**src/rtl/fetch_pkg.sv**
```systemverilog
// Shared types and constants for the instruction fetch stage.
package fetch_pkg;
   localparam int XLEN = 32;
   localparam logic [XLEN-1:0] NOP_INSTR        = 32'h0000_0013;
   localparam logic [XLEN-1:0] DEFAULT_RESET_PC = 32'h0000_0000;

   typedef struct packed {
      logic [XLEN-1:0] pc;
      logic [XLEN-1:0] instr;
   } fetch_entry_t;
endpackage

```
**src/rtl/fetch_fifo.sv**
```systemverilog
// Small synchronous FIFO of fetched {pc, instr} entries; flush beats push and pop.
module fetch_fifo import fetch_pkg::*; #(
   parameter int DEPTH = 2,
   localparam int AW = $clog2(DEPTH),
   localparam int CW = $clog2(DEPTH + 1)
) (
   input  logic          clk,
   input  logic          rst_n,
   input  logic          push,
   input  fetch_entry_t  push_data,
   input  logic          pop,
   input  logic          flush,
   output logic          full,
   output logic          empty,
   output logic [CW-1:0] count,
   output fetch_entry_t  head
);
   fetch_entry_t  mem [DEPTH];
   logic [AW-1:0] rd_ptr, wr_ptr;
   logic          do_push, do_pop;

   assign empty   = (count == '0);
   assign full    = (count == CW'(DEPTH));
   assign do_pop  = pop && !empty;
   assign do_push = push && (!full || do_pop);
   assign head    = mem[rd_ptr];

   always_ff @(posedge clk)
      if (do_push && !flush) mem[wr_ptr] <= push_data;

   // DEPTH is a power of two, so the pointers wrap naturally.
   always_ff @(posedge clk or negedge rst_n) begin
      if (!rst_n) begin
         rd_ptr <= '0;
         wr_ptr <= '0;
         count  <= '0;
      end else if (flush) begin
         rd_ptr <= '0;
         wr_ptr <= '0;
         count  <= '0;
      end else begin
         if (do_push) wr_ptr <= wr_ptr + 1'b1;
         if (do_pop)  rd_ptr <= rd_ptr + 1'b1;
         count <= count + CW'(do_push) - CW'(do_pop);
      end
   end
endmodule

```
**src/rtl/instr_fetch.sv**
```systemverilog
// Fetch stage: PC, imem request issue, in-flight tracking, redirect flush.
// Optional FETCH_MISALIGN_CHECK_EN adds fetch_fault and halts on misaligned redirects.
module instr_fetch import fetch_pkg::*; #(
   parameter logic [XLEN-1:0] RESET_PC        = DEFAULT_RESET_PC,
   parameter int              FIFO_DEPTH      = 2,
   parameter int              MAX_OUTSTANDING = 2
) (
   input  logic            clk,
   input  logic            rst_n,
   output logic            imem_req_valid,
   input  logic            imem_req_ready,
   output logic [XLEN-1:0] imem_addr,
   input  logic            imem_rsp_valid,
   input  logic [XLEN-1:0] imem_rsp_data,
   input  logic            pcsrc,
   input  logic [XLEN-1:0] pc_target,
`ifdef FETCH_MISALIGN_CHECK_EN
   output logic            fetch_fault,
`endif
   output logic [XLEN-1:0] instr,
   output logic [XLEN-1:0] pc,
   output logic [XLEN-1:0] pc_plus4,
   output logic            instr_valid,
   input  logic            instr_ready
);
   localparam int CW  = $clog2(MAX_OUTSTANDING + 1);
   localparam int FCW = $clog2(FIFO_DEPTH + 1);

   logic [XLEN-1:0] fetch_pc, resp_pc, pc_last, tgt_aligned;
   logic [CW-1:0]   outstanding, drop_cnt;
   logic [FCW-1:0]  fifo_count;
   logic            fifo_full, fifo_empty, halted;
   logic            rsp_ok, req_fire, push, pop;
   fetch_entry_t    head;

`ifdef FETCH_MISALIGN_CHECK_EN
   always_ff @(posedge clk or negedge rst_n) begin
      if (!rst_n)     fetch_fault <= 1'b0;
      else if (pcsrc) fetch_fault <= |pc_target[1:0];
   end
   assign halted = fetch_fault;
`else
   logic unused_tgt_lsb;
   assign unused_tgt_lsb = ^pc_target[1:0];
   assign halted         = 1'b0;
`endif

   // A response with nothing outstanding is a protocol error and is ignored.
   assign rsp_ok      = imem_rsp_valid && (outstanding != '0);
   assign tgt_aligned = {pc_target[XLEN-1:2], 2'b00};

   // Buffer slots are reserved at issue time, so the FIFO can never overflow.
   assign imem_req_valid = rst_n && !pcsrc && !halted && !fifo_full
                        && (32'(outstanding) < 32'(MAX_OUTSTANDING))
                        && ((32'(fifo_count) + 32'(outstanding)) < 32'(FIFO_DEPTH));
   assign imem_addr = fetch_pc;
   assign req_fire  = imem_req_valid && imem_req_ready;

   assign push = rsp_ok && (drop_cnt == '0) && !pcsrc;
   assign pop  = instr_valid && instr_ready && !pcsrc;

   fetch_fifo #(.DEPTH(FIFO_DEPTH)) u_fifo (
      .clk       (clk),
      .rst_n     (rst_n),
      .push      (push),
      .push_data ('{pc: resp_pc, instr: imem_rsp_data}),
      .pop       (pop),
      .flush     (pcsrc),
      .full      (fifo_full),
      .empty     (fifo_empty),
      .count     (fifo_count),
      .head      (head)
   );

   assign instr_valid = !fifo_empty;
   assign instr       = fifo_empty ? NOP_INSTR : head.instr;
   assign pc          = fifo_empty ? pc_last : head.pc;
   assign pc_plus4    = pc + 32'd4;

   always_ff @(posedge clk or negedge rst_n) begin
      if (!rst_n) begin
         fetch_pc    <= RESET_PC;
         resp_pc     <= RESET_PC;
         pc_last     <= RESET_PC;
         outstanding <= '0;
         drop_cnt    <= '0;
      end else begin
         outstanding <= outstanding + CW'(req_fire) - CW'(rsp_ok);
         if (!fifo_empty) pc_last <= head.pc;
         if (pcsrc) begin
            // Everything still in flight after this cycle belongs to the old path.
            fetch_pc <= tgt_aligned;
            resp_pc  <= tgt_aligned;
            drop_cnt <= outstanding - CW'(rsp_ok);
         end else begin
            if (req_fire) fetch_pc <= fetch_pc + 32'd4;
            if (push)     resp_pc  <= resp_pc + 32'd4;
            if (rsp_ok && drop_cnt != '0) drop_cnt <= drop_cnt - 1'b1;
         end
      end
   end
endmodule

```
**config.mk**
```make
export PLATFORM = sky130hd
export DESIGN_NAME = instr_fetch
export DESIGN_NICKNAME = d
export VERILOG_FILES = /design/src/rtl/fetch_pkg.sv /design/src/rtl/fetch_fifo.sv /design/src/rtl/instr_fetch.sv
export SDC_FILE = /design/constraint.sdc
export NUM_CORES = 1
export LEC_CHECK = 0
export BUFFER_PORTS_ARGS = -buffer_cell sky130_fd_sc_hd__buf_2
export CAP_MARGIN = 25
export CORE_MARGIN = 1.5
export CORE_UTILIZATION = 50
export CTS_BUF_LIST = sky130_fd_sc_hd__clkbuf_8
export CTS_CLUSTER_DIAMETER = 50
export CTS_CLUSTER_SIZE = 12
export DETAILED_ROUTE_END_ITERATION = 10
export GPL_ROUTABILITY_DRIVEN = 1
export PLACE_DENSITY = 0.73
export RECOVER_POWER = 25
export SLEW_MARGIN = 5
export SYNTH_ARGS = -nofsm -noshare
export SYNTH_HDL_FRONTEND = slang
export SYNTH_HIERARCHICAL = 1
export SYNTH_SLANG_ARGS = --single-unit
```
**constraint.sdc**
```tcl
create_clock -name clk -period 7.4 [get_ports clk]
set_input_delay 2.22 -clock clk [delete_from_list [all_inputs] [get_ports clk]]
set_output_delay 2.22 -clock clk [all_outputs]
set_load 0.05 [all_outputs]
```
==> results.sh, run 1 <==
export IMPL_grt_pass1_wl_um=38800
export IMPL_cts_max_level=1
export IMPL_rsz0062_at_grt="false"
export IMPL_rows=53
export IMPL_hpwl_um=17100
export IMPL_cp_data_required_time_ns=5.18
export IMPL_cp_slowest_cell="dfrtp_1"
export IMPL_final_cell_area_um2=12500
export IMPL_maxCapViolations=0
export IMPL_swShare_pct=36.4
export IMPL_cp_buffers_inverters=3
export IMPL_ir_worst_vdd_v=0.000127
export IMPL_cts_hold_buf=0
export IMPL_place_congestion=0.887
export IMPL_setup_worst_path_end_class="output pin"
export IMPL_avgSynthCellArea_um2=12.6
export IMPL_hold_viol=0
export IMPL_nNetsFinal=1133
export IMPL_grt_usage_pct=22.1
export IMPL_yosys_warnings=6
export IMPL_worstMarginPinSlew_ns=1.44
export IMPL_fp_dieW_um=150
export IMPL_cts_resized=0
export IMPL_first_pass_iters=5
export IMPL_grt_max_degree=65
export IMPL_clkPwrFrac_pct=25.7
export IMPL_worstPathArrival_ns=3.96
export IMPL_synthCells=855
export IMPL_ctsRootBufferMaster="clkbuf_8"
export IMPL_layout_drive_gt1_share_pct=25.6
export IMPL_grt_pass1_vias=7149
export IMPL_fin_skew_ns=0.0208
export IMPL_overflow=0
export IMPL_ios=200
export IMPL_p_comb_share_pct=26.3
export IMPL_ys_types=63
export IMPL_setup_tns_ns=0
export IMPL_diodes=0
export IMPL_vias_per_cell=5.55
export IMPL_worstSetupPathType="reg -> out"
export IMPL_synth_edf_count=128
export IMPL_power_density_nw_per_um2=259
export IMPL_synth_seq_cells=228
export IMPL_clk_pin_slew_ns=0.08
export IMPL_yosysTopAreaCellShare_pct=35.6
export IMPL_p_int_uw=2070
export IMPL_p_leak_uw=0.00529
export IMPL_vias=7486
export IMPL_dieArea_um2=22500
export IMPL_wl_per_cell_um=18.4
export IMPL_area_growth_pct=15.9
export IMPL_finalCriticalPeriod_ns=6.18
export IMPL_numCtsBuffers=26
export IMPL_drt_iter0_drc=519
export IMPL_nFillCells=1759
export IMPL_core_um2=21100
export IMPL_p_switching_uw=1180
export IMPL_crit_path_cell_trace="mux2_1 -> mux2i_1 -> inv_1 -> ha_1 -> a21boi_1 -> buf_4 -> nand3_2 -> nor4_2 -> xor2_1 -> buf_2"
export IMPL_synthTopCellsByArea="edfxtp_1, dfrtp_1, mux2_1, mux2_2, xnor2_1"
export IMPL_drcViolationCount=0
export IMPL_timing_critical_path_slowest_cell_delay_ns=1.30
export IMPL_critPathMaxFanout=32
export IMPL_status="finished clean"
export IMPL_antenna_found_initial=0
export IMPL_ys_flop_type="edfxtp_1"
export IMPL_cp_start_kind="flop"
export IMPL_initial_core_util_pct=51.3
export IMPL_wl_um=24800
export IMPL_die_h_um=150
export IMPL_seq_power_share_pct=48.0
export IMPL_cpLargestDelayFamily="flip-flops"
export IMPL_setup_viol=0
export IMPL_clock_sinks=228
export IMPL_numPortBuffers=195
export IMPL_cts_tree="built"
export IMPL_holdCritPathClass="reg -> reg"
export IMPL_ys_async_sr_fraction_pct=43.9
export IMPL_clock_latency_ns=0.55
export IMPL_ant_nets=0
export IMPL_slew_headroom_pct=4.07
export IMPL_finalMaxSlewViolations=0
export IMPL_yosys_area_top_type="edfxtp_1"
export IMPL_ys_seq_area_share_pct=58.7
export IMPL_fmax_mhz=162
export IMPL_ctsLongestPathBuffers=3
export IMPL_placed_area_um2=12000
export IMPL_cts_setup_buffers=0
export IMPL_syn_area_um2=10800
export IMPL_post_route_period_util_pct=83.5
==> power groups by stage <==
stage | sequential [µW] | clock [µW] | combinational (µW)
floorplan | 1620 | 0 | 592
global placement | 1580 | 0 | 849
detailed placement | 1580 | 0 | 861
CTS | 1560 | 859 | 865
global route | 1570 | 908 | 911
finish | 1560 | 835 | 854
==> per-stage QoR <==
stage	hold slack, ns	instances	setup WS, ns	total power, µW	utilization [%]
3_3_place_gp	0.473	1300	1.89	2430	57.0
3_5_place_dp	0.484	1300	1.80	2440	57.0
6_report	0.506	1349	1.22	3250	59.4
4_1_cts	0.505	1348	1.20	3280	59.4
5_1_grt	0.518	1349	0.953	3390	59.4
2_1_floorplan	0.440	860	0.646	2210	-
==> metal layers <==
metal / track usage, % / share of wire, % / routed length, µm
met1: 31.9 / 45 / 11100
met2: 34.9 / 45 / 11300
met3: 4.39 / 8.8 / 2170
met4: 4.51 / 0.98 / 244
met5: 0 / 0 / 0
==> layout by cell type (no fill, tap or decap), drive strengths merged, types with 6 or more instances in the layout <==
cell type,Yosys,layout
clkbuf,18,45
xnor2,33,33
conb,1,6
nor2b,34,34
nor3,12,12
nor2,32,32
ha,8,8
nand3,45,45
inv,23,37
nand4b,8,8
mux2,101,101
o21ai,38,38
nand2,66,66
mux2i,12,12
edfxtp,128,128
and3,15,15
o311ai,7,7
a21oi,9,9
nand4,31,31
dfrtp,100,100
xor2,33,33
buf,23,189
and2,12,12
o211ai,12,12
a31oi,9,9
nor4,7,7
==> path summary, 6_finish.rpt <==
path	slack, ns	endpoint	start	cells after the start
max in group asynchronous	4.34	pc_last[14]	rst_n	3
worst max register to register	3.73	imem_addr[21]	u_fifo/count[0]	8
worst max-delay path	1.22	pc_plus4[24]	u_fifo/rd_ptr	10
min in group asynchronous	1.80	imem_addr[28]	rst_n	2
worst min register to register	0.51	u_fifo/mem[0][63]	resp_pc[31]	0
worst min-delay path	0.51	u_fifo/mem[0][63]	resp_pc[31]	0
==> final cells by class <==
cell class                 count  area, µm²  share of cell area [%]
tap                          275        344                    2.75
sequential                   228       6350                    50.7
inverter                      23       86.3                   0.689
timing repair buffer         207       1060                    8.45
clock inverter                21        130                    1.04
clock buffer                  27        372                    2.97
multi-input combinational    568       4190                    33.4
==> cell families (layout without fill, tap and decap cells) <==
kind of cell	after synthesis	in the layout	synth area share, %
compound gates	92	92	5.71
flops	228	228	58.7
simple gates	282	282	14.4
other cells	1	6	0.0347
xor+xnor	66	66	5.35
mux	113	113	11.7
buf+inv	64	278	2.97
fa+ha+maj	9	9	1.11
==> synthesized netlist by cell type, drive strengths merged (2+ instances only) <==
cell      n
edfxtp  128
mux2    101
dfrtp   100
nand2    66
nand3    45
o21ai    38
nor2b    34
xnor2    33
xor2     33
nor2     32
nand4    31
buf      23
inv      23
clkbuf   18
and3     15
and2     12
mux2i    12
nor3     12
o211ai   12
a21oi     9
a31oi     9
ha        8
nand4b    8
nor4      7
o311ai    7
a21boi    5
and4      5
nand2b    5
a211o     3
or2       3
nand3b    2
nor3b     2
==> flip-flops by register name (all words and copies together), names as in the netlist <==
register       count
u_fifo/rd_ptr      1
u_fifo/wr_ptr      1
imem_addr         30
drop_cnt           2
pc_last           32
u_fifo/count       2
resp_pc           30
outstanding        2
u_fifo/mem       128
(Power assumes the default switching activity.)
==> run 2: changes to the inputs <==
--- a/config.mk
+++ b/config.mk
@@ -14,7 +14,7 @@
 export CTS_CLUSTER_SIZE = 12
 export DETAILED_ROUTE_END_ITERATION = 10
 export GPL_ROUTABILITY_DRIVEN = 1
-export PLACE_DENSITY = 0.73
+export PLACE_DENSITY = 0.76
 export RECOVER_POWER = 25
 export SLEW_MARGIN = 5
 export SYNTH_ARGS = -nofsm -noshare
==> constraint.sdc (replaced) <==
create_clock -name clk -period 5.5 [get_ports clk]
set_input_delay 1.65 -clock clk [delete_from_list [all_inputs] [get_ports clk]]
set_output_delay 1.65 -clock clk [all_outputs]
set_load 0.05 [all_outputs]
==> run 2 against run 1 <==
  * The flow now finishes with violations (capacitance limit, slew limit)
  * Via count is 1.5% higher
  * Non-clock buffer count up 1
  * Count of clock-buffer cells in the layout down 1
  * Hold slack better by 0.020 ns
  * Clock power is 39% higher
  * Core utilization grew 0.49 points
  * Total power increased by 36%
  * Critical path type unchanged
  * Highest routed layer unchanged
==> results.sh, run 2 (synthesis gave the netlist of run 1 again) <==
export IMPL_p_switching_uw=1600
export IMPL_finalMaxSlewViolations=54
export IMPL_setup_viol=0
export IMPL_final_cell_mix="buf_2, edfxtp_1, dfrtp_1, nand2_1, mux2_1"
export IMPL_clock_sinks=228
export IMPL_p_comb_share_pct=26.3
export IMPL_placed_area_um2=12100
export IMPL_ant_nets=0
export IMPL_wl_um=24600
export IMPL_fp_dieW_um=150
export IMPL_worstPathArrival_ns=3.54
export IMPL_post_route_period_util_pct=94.3
export IMPL_layout_drive_gt1_share_pct=27.2
export IMPL_setup_tns_ns=0
export IMPL_grt_max_degree=65
export IMPL_status="complete, but fails checks"
export IMPL_clk_pin_slew_ns=0.08
export IMPL_cp_start_kind="flop"
export IMPL_holdCritPathClass="reg -> reg"
export IMPL_first_pass_iters=6
export IMPL_nFillCells=1744
export IMPL_fmax_mhz=193
export IMPL_rows=53
export IMPL_area_growth_pct=16.8
export IMPL_clkPwrFrac_pct=26.3
export IMPL_diodes=0
export IMPL_cts_setup_buffers=0
export IMPL_rsz0062_at_grt="false"
export IMPL_violations="capacitance limit, slew limit"
export IMPL_slew_headroom_pct=-105
export IMPL_maxCapViolations=1
export IMPL_dieArea_um2=22500
export IMPL_vias=7598
export IMPL_numPortBuffers=195
export IMPL_overflow=0
export IMPL_power_density_nw_per_um2=350
export IMPL_ctsRootBufferMaster="clkbuf_8"
export IMPL_core_um2=21100
export IMPL_final_cell_area_um2=12600
export IMPL_cts_max_level=1
export IMPL_ir_worst_vdd_v=0.000206
export IMPL_drt_iter0_drc=448
export IMPL_cts_hold_buf=0
export IMPL_setup_worst_path_end_class="output pin"
export IMPL_wl_per_cell_um=18.2
export IMPL_hpwl_um=17200
export IMPL_cp_data_required_time_ns=3.85
export IMPL_grt_pass1_wl_um=38600
export IMPL_initial_core_util_pct=51.3
export IMPL_cts_tree="built"
export IMPL_fin_skew_ns=0.0140
export IMPL_dp_slack_ns=0.926
export IMPL_worstSetupPathType="reg -> out"
export IMPL_p_leak_uw=0.00532
export IMPL_nNetsFinal=1134
export IMPL_numCtsBuffers=26
export IMPL_reg_top3="u_fifo/mem x128, pc_last x32"
export IMPL_top_register="u_fifo/mem"
export IMPL_antenna_found_initial=1
export IMPL_vias_per_cell=5.63
export IMPL_worstMarginPinSlew_ns=3.07
export IMPL_grt_pass1_vias=7278
export IMPL_die_h_um=150
export IMPL_place_congestion=0.853
export IMPL_drcViolationCount=0
export IMPL_largest_register_ffs=128
export IMPL_finalCriticalPeriod_ns=5.19
export IMPL_ctsLongestPathBuffers=3
export IMPL_hold_viol=0
export IMPL_swShare_pct=36.1
export IMPL_ios=200
export IMPL_cts_resized=0
export IMPL_grt_usage_pct=21.8
export IMPL_clock_latency_ns=0.56
export IMPL_fin_ws_ns=0.311
export IMPL_seq_power_share_pct=47.5
export IMPL_p_int_uw=2820
export IMPL_layout_commonest_cell="buf_2"
export IMPL_critPathMaxFanout=54
-- run 2: stage by stage --
step	hold slack, ns	total power (µW)	util, %	instances
2_1_floorplan	0.440	2990	-	860
3_3_place_gp	0.495	3280	57.6	1302
3_5_place_dp	0.509	3300	57.6	1302
4_1_cts	0.519	4470	60.0	1350
5_1_grt	0.541	4620	59.9	1350
6_report	0.526	4420	59.9	1350
-- run 2: layout make-up --
cell class	instances	area (µm²)	area share, %
repair buffers	208	1080	8.57
multi-input cells	568	4250	33.6
clock inverters	22	164	1.30
well taps	275	344	2.72
inverters	23	86.3	0.684
flip-flops and latches	228	6350	50.3
clock buffers	26	358	2.83
-- run 2: routing by layer --
layer  GRT usage (%)  up-vias  share of wire [%]
li1                -     3517                  -
met1            31.6     3722                 44
met2            33.9      318                 45
met3            4.05       41                8.7
met4            5.15        0                1.9
met5               0        -                  0
-- run 2: worst max-delay path, stage by stage (launching register included) --
cell and delay [ns]:
dfrtp_1 0.50, nor2_4 0.38, buf_12 0.31, mux2_1 0.27, a21boi_2 0.37, nand3_2 0.31, nor4_2 0.38, xor2_2 0.16
buf_2 0.29
-- run 2: power groups by stage --
| stage | combinational [µW] | clock [µW] | sequential, µW |
|---|---|---|---|
| 6_report | 1160 | 1160 | 2100 |
| 5_1_grt | 1240 | 1270 | 2120 |
| 4_1_cts | 1180 | 1190 | 2100 |
| 3_5_place_dp | 1170 | 0 | 2130 |
| 3_3_place_gp | 1160 | 0 | 2120 |
| 2_1_floorplan | 807 | 0 | 2180 |
-- run 2: worst paths after layout --
check | startpoint | end | slack [ns] | depth (start not counted)
worst max-delay path | u_fifo/count[1] | pc_plus4[24] | 0.31 | 8
worst min-delay path | resp_pc[8] | u_fifo/mem[0][40] | 0.53 | 0
worst max register to register | u_fifo/count[0] | imem_addr[21] | 2.37 | 9
worst min register to register | resp_pc[8] | u_fifo/mem[0][40] | 0.53 | 0
max in group asynchronous | rst_n | u_fifo/rd_ptr | 1.19 | 3
min in group asynchronous | rst_n | imem_addr[9] | 2.35 | 2
